$ cat src/rtl/ahb_pkg.sv
// Shared AHB definitions for the master ports and the arbiter:
// the port FSM states, HTRANS encodings and the slave-select helper.
package ahb_pkg;

  localparam int unsigned SEL_W = 4;

  localparam logic [1:0] HTRANS_IDLE   = 2'b00;
  localparam logic [1:0] HTRANS_NONSEQ = 2'b10;

  typedef enum logic [2:0] {
    ST_IDLE,
    ST_REQ,
    ST_ADDR,
    ST_DATA,
    ST_RESP
  } ahb_state_e;

  // Upper select bits address targets behind the bridge.
  function automatic logic sel_is_bridge(input logic [SEL_W-1:0] sel);
    return |sel[3:2];
  endfunction

endpackage

$ cat src/rtl/ahb_master_port_if.sv
// Bus-side signals between one AHB master port and the arbiter/interconnect.
interface ahb_master_port_if #(
  parameter int unsigned ADDR_W = 32,
  parameter int unsigned DATA_W = 32
);
  logic                       hreq;
  logic                       hgrant;
  logic [ahb_pkg::SEL_W-1:0]  sel;
  logic [ADDR_W-1:0]          haddr;
  logic                       hwrite;
  logic [1:0]                 htrans;
  logic [DATA_W-1:0]          hwdata;
  logic [DATA_W-1:0]          hrdata;
  logic                       hready;
  logic                       hresp;

  modport master (
    output hreq, sel, haddr, hwrite, htrans, hwdata,
    input  hgrant, hrdata, hready, hresp
  );

  modport slave (
    input  hreq, sel, haddr, hwrite, htrans, hwdata,
    output hgrant, hrdata, hready, hresp
  );
endinterface

$ cat src/rtl/ahb_master_port_grant_timer.sv
// Grant wait counter: loadable, clearable, flags the last allowed REQ cycle.
module ahb_grant_timer #(
  parameter int unsigned GRANT_TO = 64,
  parameter int unsigned CNT_W    = $clog2(GRANT_TO)
) (
  input  logic             clk,
  input  logic             rst,
  input  logic             i_clr,
  input  logic             i_load,
  input  logic [CNT_W-1:0] i_load_val,
  input  logic             i_en,
  output logic             o_tc_c
);
  logic [CNT_W-1:0] r_cnt;

  always_ff @(posedge clk) begin
    if (rst) begin
      r_cnt <= '0;
    end else if (i_clr) begin
      r_cnt <= '0;
    end else if (i_load) begin
      r_cnt <= i_load_val;
    end else if (i_en) begin
      r_cnt <= r_cnt + CNT_W'(1);
    end
  end

  assign o_tc_c = (r_cnt == CNT_W'(GRANT_TO - 1));
endmodule

$ cat src/rtl/ahb_master_port.sv
// Single-beat AHB requester: takes one core command, requests the bus,
// runs one NONSEQ address phase and one data phase, then reports back.
module ahb_master_port
  import ahb_pkg::*;
#(
  parameter int unsigned ADDR_W   = 32,
  parameter int unsigned DATA_W   = 32,
  parameter int unsigned GRANT_TO = 64
) (
  input  logic                 hclk,
  input  logic                 hreset,
  input  logic                 cmd_valid,
  output logic                 cmd_ready,
  input  logic                 cmd_write,
  input  logic [ADDR_W-1:0]    cmd_addr,
  input  logic [DATA_W-1:0]    cmd_wdata,
  input  logic [SEL_W-1:0]     cmd_sel,
  output logic                 rsp_valid,
  output logic [DATA_W-1:0]    rsp_rdata,
  output logic                 rsp_err,
  output logic                 rsp_timeout,
  ahb_master_port_if.master    bus
);
  localparam int unsigned CNT_W = $clog2(GRANT_TO);

  ahb_state_e        r_state, w_state_nxt;
  logic              r_cmd_ready, r_rsp_valid, r_rsp_err, r_rsp_timeout;
  logic [DATA_W-1:0] r_rsp_rdata, w_rdata_nxt;
  logic              w_err_nxt, w_to_nxt;
  logic              r_hreq;
  logic [1:0]        r_htrans;
  logic              r_write;
  logic [ADDR_W-1:0] r_addr;
  logic [DATA_W-1:0] r_wdata;
  logic [SEL_W-1:0]  r_sel;
  logic              w_accept;
  logic              w_tmr_clr, w_tmr_load, w_tmr_en, w_tmr_tc;

  assign w_accept = (r_state == ST_IDLE) && cmd_valid;

  ahb_grant_timer #(.GRANT_TO(GRANT_TO), .CNT_W(CNT_W)) u_grant_timer (
    .clk        (hclk),
    .rst        (hreset),
    .i_clr      (w_tmr_clr),
    .i_load     (w_tmr_load),
    .i_load_val ('0),
    .i_en       (w_tmr_en),
    .o_tc_c     (w_tmr_tc)
  );

  // Next state, response payload and timer control.
  always_comb begin
    w_state_nxt = r_state;
    w_rdata_nxt = '0;
    w_err_nxt   = 1'b0;
    w_to_nxt    = 1'b0;
    w_tmr_clr   = 1'b0;
    w_tmr_load  = 1'b0;
    w_tmr_en    = 1'b0;
    case (r_state)
      ST_IDLE: begin
        if (cmd_valid) begin
          w_state_nxt = ST_REQ;
          w_tmr_load  = 1'b1;
        end
      end
      ST_REQ: begin
        if (bus.hgrant) begin
          w_state_nxt = ST_ADDR;
          w_tmr_clr   = 1'b1;
        end else if (w_tmr_tc) begin
          w_state_nxt = ST_RESP;
          w_err_nxt   = 1'b1;
          w_to_nxt    = 1'b1;
          w_tmr_clr   = 1'b1;
        end else begin
          w_tmr_en = 1'b1;
        end
      end
      ST_ADDR: begin
        if (bus.hready) begin
          w_state_nxt = ST_DATA;
        end else if (!bus.hgrant) begin
          w_state_nxt = ST_REQ;
        end
      end
      ST_DATA: begin
        // hresp only counts on the cycle hready completes the transfer.
        if (bus.hready) begin
          w_state_nxt = ST_RESP;
          w_err_nxt   = bus.hresp;
          if (!r_write) w_rdata_nxt = bus.hrdata;
        end
      end
      ST_RESP: w_state_nxt = ST_IDLE;
      default: w_state_nxt = ST_IDLE;
    endcase
  end

  // State and registered outputs, all derived from the next state.
  always_ff @(posedge hclk) begin
    if (hreset) begin
      r_state       <= ST_IDLE;
      r_cmd_ready   <= 1'b1;
      r_rsp_valid   <= 1'b0;
      r_rsp_rdata   <= '0;
      r_rsp_err     <= 1'b0;
      r_rsp_timeout <= 1'b0;
      r_hreq        <= 1'b0;
      r_htrans      <= HTRANS_IDLE;
    end else begin
      r_state       <= w_state_nxt;
      r_cmd_ready   <= (w_state_nxt == ST_IDLE);
      r_rsp_valid   <= (w_state_nxt == ST_RESP);
      r_rsp_rdata   <= w_rdata_nxt;
      r_rsp_err     <= w_err_nxt;
      r_rsp_timeout <= w_to_nxt;
      r_hreq        <= (w_state_nxt == ST_REQ) || (w_state_nxt == ST_ADDR) ||
                       (w_state_nxt == ST_DATA);
      r_htrans      <= (w_state_nxt == ST_ADDR) ? HTRANS_NONSEQ : HTRANS_IDLE;
    end
  end

  // Command holding registers; write data is zeroed for reads.
  always_ff @(posedge hclk) begin
    if (hreset) begin
      r_write <= 1'b0;
      r_addr  <= '0;
      r_wdata <= '0;
      r_sel   <= '0;
    end else if (w_accept) begin
      r_write <= cmd_write;
      r_addr  <= cmd_addr;
      r_wdata <= cmd_write ? cmd_wdata : '0;
      r_sel   <= cmd_sel;
    end
  end

  assign cmd_ready   = r_cmd_ready;
  assign rsp_valid   = r_rsp_valid;
  assign rsp_rdata   = r_rsp_rdata;
  assign rsp_err     = r_rsp_err;
  assign rsp_timeout = r_rsp_timeout;
  assign bus.hreq    = r_hreq;
  assign bus.sel     = r_sel;
  assign bus.haddr   = r_addr;
  assign bus.hwrite  = r_write;
  assign bus.htrans  = r_htrans;
  assign bus.hwdata  = r_wdata;
endmodule

$ cat src/flat_wrapper.sv
// flat-port wrapper written by rule: the top's interface ports become plain ports
module ahb_master_port_flat import ahb_pkg::*;
#(
  parameter int unsigned ADDR_W   = 32,
  parameter int unsigned DATA_W   = 32,
  parameter int unsigned GRANT_TO = 64
)
  (hclk, hreset, cmd_valid, cmd_ready, cmd_write, cmd_addr, cmd_wdata, cmd_sel, rsp_valid, rsp_rdata, rsp_err, rsp_timeout, bus_hreq, bus_sel, bus_haddr, bus_hwrite, bus_htrans, bus_hwdata, bus_hgrant, bus_hrdata, bus_hready, bus_hresp);
  ahb_master_port_if #(.ADDR_W(ADDR_W), .DATA_W(DATA_W)) bus_i ();
  input  logic hclk;
  input  logic hreset;
  input  logic cmd_valid;
  output logic cmd_ready;
  input  logic cmd_write;
  input  logic [ADDR_W-1:0] cmd_addr;
  input  logic [DATA_W-1:0] cmd_wdata;
  input  logic [SEL_W-1:0] cmd_sel;
  output logic rsp_valid;
  output logic [DATA_W-1:0] rsp_rdata;
  output logic rsp_err;
  output logic rsp_timeout;
  output wire logic [$bits(bus_i.hreq)-1:0] bus_hreq;
  output wire logic [$bits(bus_i.sel)-1:0] bus_sel;
  output wire logic [$bits(bus_i.haddr)-1:0] bus_haddr;
  output wire logic [$bits(bus_i.hwrite)-1:0] bus_hwrite;
  output wire logic [$bits(bus_i.htrans)-1:0] bus_htrans;
  output wire logic [$bits(bus_i.hwdata)-1:0] bus_hwdata;
  input wire logic [$bits(bus_i.hgrant)-1:0] bus_hgrant;
  input wire logic [$bits(bus_i.hrdata)-1:0] bus_hrdata;
  input wire logic [$bits(bus_i.hready)-1:0] bus_hready;
  input wire logic [$bits(bus_i.hresp)-1:0] bus_hresp;
  assign bus_hreq = bus_i.hreq;
  assign bus_sel = bus_i.sel;
  assign bus_haddr = bus_i.haddr;
  assign bus_hwrite = bus_i.hwrite;
  assign bus_htrans = bus_i.htrans;
  assign bus_hwdata = bus_i.hwdata;
  assign bus_i.hgrant = bus_hgrant;
  assign bus_i.hrdata = bus_hrdata;
  assign bus_i.hready = bus_hready;
  assign bus_i.hresp = bus_hresp;
  ahb_master_port #(.ADDR_W(ADDR_W), .DATA_W(DATA_W), .GRANT_TO(GRANT_TO)) u_core (.hclk(hclk), .hreset(hreset), .cmd_valid(cmd_valid), .cmd_ready(cmd_ready), .cmd_write(cmd_write), .cmd_addr(cmd_addr), .cmd_wdata(cmd_wdata), .cmd_sel(cmd_sel), .rsp_valid(rsp_valid), .rsp_rdata(rsp_rdata), .rsp_err(rsp_err), .rsp_timeout(rsp_timeout), .bus(bus_i));
endmodule
$ cat config.mk
export PLATFORM = sky130hd
export DESIGN_NAME = ahb_master_port_flat
export DESIGN_NICKNAME = d
export VERILOG_FILES = /design/src/rtl/ahb_pkg.sv /design/src/rtl/ahb_master_port_if.sv /design/src/rtl/ahb_master_port_grant_timer.sv /design/src/rtl/ahb_master_port.sv /design/src/flat_wrapper.sv
export SDC_FILE = /design/constraint.sdc
export NUM_CORES = 1
export LEC_CHECK = 0
export BUFFER_PORTS_ARGS = -buffer_cell sky130_fd_sc_hd__buf_2
export CORE_MARGIN = 4
export CORE_UTILIZATION = 47
export DETAILED_ROUTE_END_ITERATION = 8
export PLACE_DENSITY = 0.94
export RECOVER_POWER = 50
export SLEW_MARGIN = 20
export SYNTH_ARGS = -nofsm -noshare
export SYNTH_HDL_FRONTEND = slang
export SYNTH_SLANG_ARGS = --single-unit
export TNS_END_PERCENT = 5
$ cat constraint.sdc
create_clock -name hclk -period 3.8 [get_ports hclk]
set_input_delay 0.57 -clock hclk [delete_from_list [all_inputs] [get_ports hclk]]
set_output_delay 0.57 -clock hclk [all_outputs]
set_load 0.02 [all_outputs]
==> flow_summary.toml, run 1 <==
[placement]
gp_congestion = 0.873
place_area_mm2 = 0.00488
port_buffers = 213
dp_hpwl_um = 7790

[worst_setup_path]
cp_data_required_time_ps = 4180
cp-end-kind = "register"
path_class = "primary input to register"
crit_path_max_incr_delay_ps = 1430
crit_chain = "clkbuf_1 > nor3b_4 > buf_8 > a22o_1"
start_kind = "primary input"
crit_arrival_ps = 2850
slowest_stage = "clkbuf_1"
worst-path-max-fanout = 47

[floorplan]
die_area_mm2 = 0.00949
rows = 32
die_y_um = 97.4
io_pins = 215
initial_core_util_pct = 48.4
die-width_um = 97.4
fp.coreArea_mm2 = 0.00777

[cells_and_area]
drive_gt1_share_pct = 31.5
seq_area_mm2 = 0.00232
fillers = 609
final_nets = 692
multi_input_area_mm2 = 0.00133
n_antenna_cell = 0
area_growth_pct = 43.7
design_area_mm2 = 0.00540

[routing]
num_vias = 3465
ant_nets = 0
drt-pass1-iter-count = 4
drc = 0
wl_per_cell_um = 15.5
first_iter_violations = 122
viasPerCell = 4.96
wl_um = 10800

[cts]
clock-sinks = 116
ctsResizeCount = 0
insertion_delay_ps = 500
cts-htree-levels = 4
hold_buffers = 0
clk_path_buf_depth = 2
numCtsBuffers = 17
path_clk_slew_ps = 60
post_cts_buffers = 0
cts_root_buf = "clkbuf_8"
cts_tree = "built"

[pwr]
peakVddDrop_uv = 367
leakage_nw = 2.46
powerDensity_mw_per_mm2 = 583

[sta]
max_freq_mhz = 405
period_needed_ps = 2470
rsz0062_at_grt = "false"
hold_viol = 0
worst_slew_pin_slew_ps = 2050
slew_violations = 48
setup_tns_ps = 0
relSlewSlack_pct = -36.9
worst_clock_skew_ps = 7.46
setup_violations = 0
fin_crit_sh_pct = 64.9

[grt]
grt_pass1_wl_um = 17200
grt_max_degree = 48
grt_antenna_before_repair = 0
grt_overflow = 0
grtUsageTotal_pct = 22.4
grt_pass1_vias = 3480

[synthesis]
avgSynthCellArea_um2 = 10.2
synth-seq-cells = 116
async_reset_ff_share_pct = 0
synth.distinct_cells = 40
synth_ff_type = "dfxtp_1"
syn-cell-area_mm2 = 0.00376
postSynthCellCount = 370
seq_area_frac_synth_pct = 61.8
yosysMostFrequentCell = "dfxtp_1"
synth_edf_count = 0
yosys-top-cells-count = "dfxtp_1 (116), nand2_1 (75), a21oi_1 (40)"
synth_nets = 478
synth_top_area_cell = "dfxtp_1"
yosys.area.top_type_share_pct = 61.8
yosys_warnings = 0
synth_area_leaders = "dfxtp_1 (62%), nand2_1 (7.5%), a22o_1 (7.5%), and2_1 (5.7%), a21oi_1 (5.3%)"

[job]
drv_cap = 1

[run_status]
failed_checks = "capacitance limit, slew limit"
status = "finished, violations left"

[min_path]
hp-class = "primary input to register"
## registers in the layout (all words and copies together) (netlist names)
name / flops
u_core.rsp_valid: 1
u_core.r_state: 3
u_core.bus.sel: 4
u_core.bus.htrans: 1
u_core.bus.haddr: 32
u_core.rsp_timeout: 1
u_core.bus.hwrite: 1
u_core.rsp_err: 1
u_core.bus.hreq: 1
u_core.bus.hwdata: 32
u_core.u_grant_timer.r_cnt: 6
u_core.cmd_ready: 1
u_core.rsp_rdata: 32
## where the power goes
| part | switching [mW] | internal (mW) | total [mW] |
|---|---|---|---|
| clock | 0.572 | 1.00 | 1.57 |
| combinational | 0.175 | 0.106 | 0.280 |
| sequential | 0.0280 | 1.27 | 1.29 |
## cell type report
cell class,count,share of cell area (%)
clock buffer,17,7.67
clock inverter,14,3.31
inverter,3,0.208
multi-input combinational,229,24.6
sequential,116,43.0
tap,102,2.36
timing repair buffer,217,18.8
## cell usage in the layout, fill, tap and decap left out, types with 3 or more instances in the layout
cell type   netlist  routed
a21oi_1          40      40
a22o_1           32      32
and2_1           34      33
buf_2             6     144
buf_4             1       3
bufinv_16         0       3
clkbuf_1         10      69
clkbuf_16         0      16
clkinv_4          0       4
clkinvlp_4        0       3
dfxtp_1         116     116
inv_1             3       3
inv_6             0       3
nand2_1          75      75
nor2_1           11      10
o21ai_0           4       4
## metrics by stage
step / setup slack [ps] / power [mW] / cells / utilization (%) / hold slack [ps]
global placement: 1520 / 1.59 / 666 / 62.8 / 439
CTS: 1660 / 3.17 / 697 / 70.5 / 246
global route: 1170 / 3.26 / 698 / 69.5 / 250
finish: 1330 / 3.15 / 698 / 69.5 / 269
floorplan: 2270 / 1.48 / 370 / - / 506
detailed placement: 1400 / 1.60 / 666 / 62.8 / 443
## final timing paths
check | start | endpoint | slack, ps | cells after the start
setup reg to reg | u_core.u_grant_timer.r_cnt[0] | u_core.bus.hreq | 1900 | 5
hold reg to reg | u_core.bus.haddr[16] | u_core.bus.haddr[16] | 450 | 2
hold / removal | bus_hrdata[10] | u_core.rsp_rdata[10] | 270 | 2
setup / recovery | hreset | u_core.bus.hwdata[12] | 1330 | 4
## per-layer routing
metal  global-route usage, %  share of wire, %
met1                    23.7                37
met2                    41.6                55
met3                    6.89               6.2
met4                    7.77               1.4
met5                       0                 0
## logic make-up after synthesis
kind of cell,count (synthesis),synth area share (%)
AOI/OAI and AO/OA,86,15.6
adders and majority gates,1,0.333
other,1,0.0997
buffers and inverters,25,3.09
DFF,116,61.8
and+or+nand+nor,137,18.1
muxes,2,0.532
xor gates and xnor gates,2,0.466
## critical path: cells and delay by family
family / cells / cell delay (ps)
AO/OA/AOI/OAI: 1 / 190
buffers and inverters: 2 / 1720
AND/OR/NAND/NOR: 1 / 320
No activity file was read; power rests on OpenSTA's default activity.
==> run 2, diff against run 1 <==
--- a/config.mk
+++ b/config.mk
@@ -7,9 +7,9 @@
 export LEC_CHECK = 0
 export BUFFER_PORTS_ARGS = -buffer_cell sky130_fd_sc_hd__buf_2
 export CORE_MARGIN = 4
-export CORE_UTILIZATION = 47
+export CORE_UTILIZATION = 43
 export DETAILED_ROUTE_END_ITERATION = 8
-export PLACE_DENSITY = 0.94
+export PLACE_DENSITY = 0.88
 export RECOVER_POWER = 50
 export SLEW_MARGIN = 20
 export SYNTH_ARGS = -nofsm -noshare
==> constraint.sdc (replaced) <==
create_clock -name hclk -period 2.4 [get_ports hclk]
set_input_delay 0.36 -clock hclk [delete_from_list [all_inputs] [get_ports hclk]]
set_output_delay 0.36 -clock hclk [all_outputs]
set_load 0.02 [all_outputs]
==> flow_summary.toml, run 2 (synthesis results as in run 1) <==
[sta]
setup_violations = 0
worst_slew_pin_slew_ps = 776
worst_clock_skew_ps = 4.27
setup_slack_ps = 522
hold_ws_ps = 64.8
setup_tns_ps = 0
relSlewSlack_pct = 48.1
rsz0062_at_grt = "false"
max_freq_mhz = 533
hold_viol = 0
slew_violations = 0
fin_crit_sh_pct = 78.2
period_needed_ps = 1880

[worst_setup_path]
path_buf_inv = 0
path_class = "register to register"
crit_arrival_ps = 2310
crit_path_max_incr_delay_ps = 620
start_kind = "register"
cpLargestDelayFamily = "simple AND/OR/NAND/NOR gates"
worst-path-max-fanout = 32
crit_chain = "nand3_1 > or2_1 > nor3_4 > and2_1"
slowest_stage = "nor3_4"
cp-end-kind = "register"
cp_data_required_time_ps = 2830

[cells_and_area]
final_nets = 693
n_antenna_cell = 0
area_growth_pct = 41.6
layout_commonest_cell = "dfxtp_1"
fin_cells = 702
design_area_mm2 = 0.00533
drive_gt1_share_pct = 25.5
fillers = 723
layout_common_cells = "dfxtp_1 (116), buf_2 (107), clkbuf_1 (106)"

[routing]
num_vias = 3412
wl_met3_um = 1050
wl_um = 10400
viasPerCell = 4.86
drt-pass1-iter-count = 5
first_iter_violations = 76
drt-met1-wl_um = 3770
ant_nets = 0
drc = 0
wl_met2_um = 5530
wl_per_cell_um = 14.9
routed.top_layer = "met4"

[floorplan]
die_y_um = 102
initial_core_util_pct = 45.1
die-width_um = 102
die_area_mm2 = 0.0103
fp.coreArea_mm2 = 0.00834
io_pins = 215
rows = 33

[cts]
cts_root_buf = "clkbuf_8"
numCtsBuffers = 17
cts-htree-levels = 4
path_clk_slew_ps = 60
clk_path_buf_depth = 2
clock-sinks = 116
post_cts_buffers = 0
cts_tree = "built"
insertion_delay_ps = 490
ctsResizeCount = 0
hold_buffers = 0

[placement]
place_area_mm2 = 0.00490
gp_congestion = 0.849
dp_cells = 671
dpl_worst_slack_ps = 162
port_buffers = 213
dp_hpwl_um = 7790

[job]
drv_cap = 0

[min_path]
hp-class = "primary input to register"

[grt]
grt_max_degree = 39
grt_pass1_wl_um = 16000
grt_antenna_before_repair = 0
grtUsageTotal_pct = 19.6
grt_overflow = 0
grt_pass1_vias = 3461

[pwr]
peakVddDrop_uv = 448
leakage_nw = 2.28
powerDensity_mw_per_mm2 = 901

[run_status]
status = "completed"
## run 2: changes by cell type in the layout (fill, tap and decap cells not counted), moves of 2 or more
| cell | change |
|---|---|
| buf_2 | -37 |
| buf_4 | +2 |
| clkbuf_1 | +37 |
| clkinv_2 | +4 |
| clkinv_4 | -4 |
| clkinvlp_4 | +3 |
| inv_6 | -2 |
## run 2: cell type report
cell class | instances | area (µm²) | share of cell area [%]
Clock buffer | 17 | 414 | 7.78
Clock inverter | 14 | 139 | 2.61
Inverter | 3 | 11.3 | 0.211
Multi-Input combinational cell | 229 | 1340 | 25.1
Sequential cell | 116 | 2320 | 43.6
Tap cell | 105 | 131 | 2.47
Timing Repair Buffer | 218 | 971 | 18.2
## run 2: path summary, 6_finish.rpt
kind         slack [ps]  depth (start not counted)                    to                 start
max                 520                          4  u_core.rsp_rdata[13]     u_core.r_state[1]
min                  60                          2   u_core.rsp_rdata[8]         bus_hrdata[8]
max reg2reg         520                          4  u_core.rsp_rdata[13]     u_core.r_state[1]
min reg2reg         460                          2  u_core.bus.haddr[13]  u_core.bus.haddr[13]
## run 2: power by group
part	switching [mW]	internal (mW)
registers	0.0461	2.01
clock network	0.854	1.46
logic	0.275	0.158
total	1.17	3.62
## run 2: stage by stage
stage	util, %	power, mW
finish	63.8	4.80
CTS	65.4	4.86
detailed placement	58.7	2.54
global route	63.8	4.98
global placement	58.7	2.53
floorplan	-	2.34
## run 2: layer usage
metal,up-vias,track usage [%]
met3,10,6.96
met4,0,6.24
met2,157,37.0
met1,1558,20.1
met5,-,0
li1,1687,-
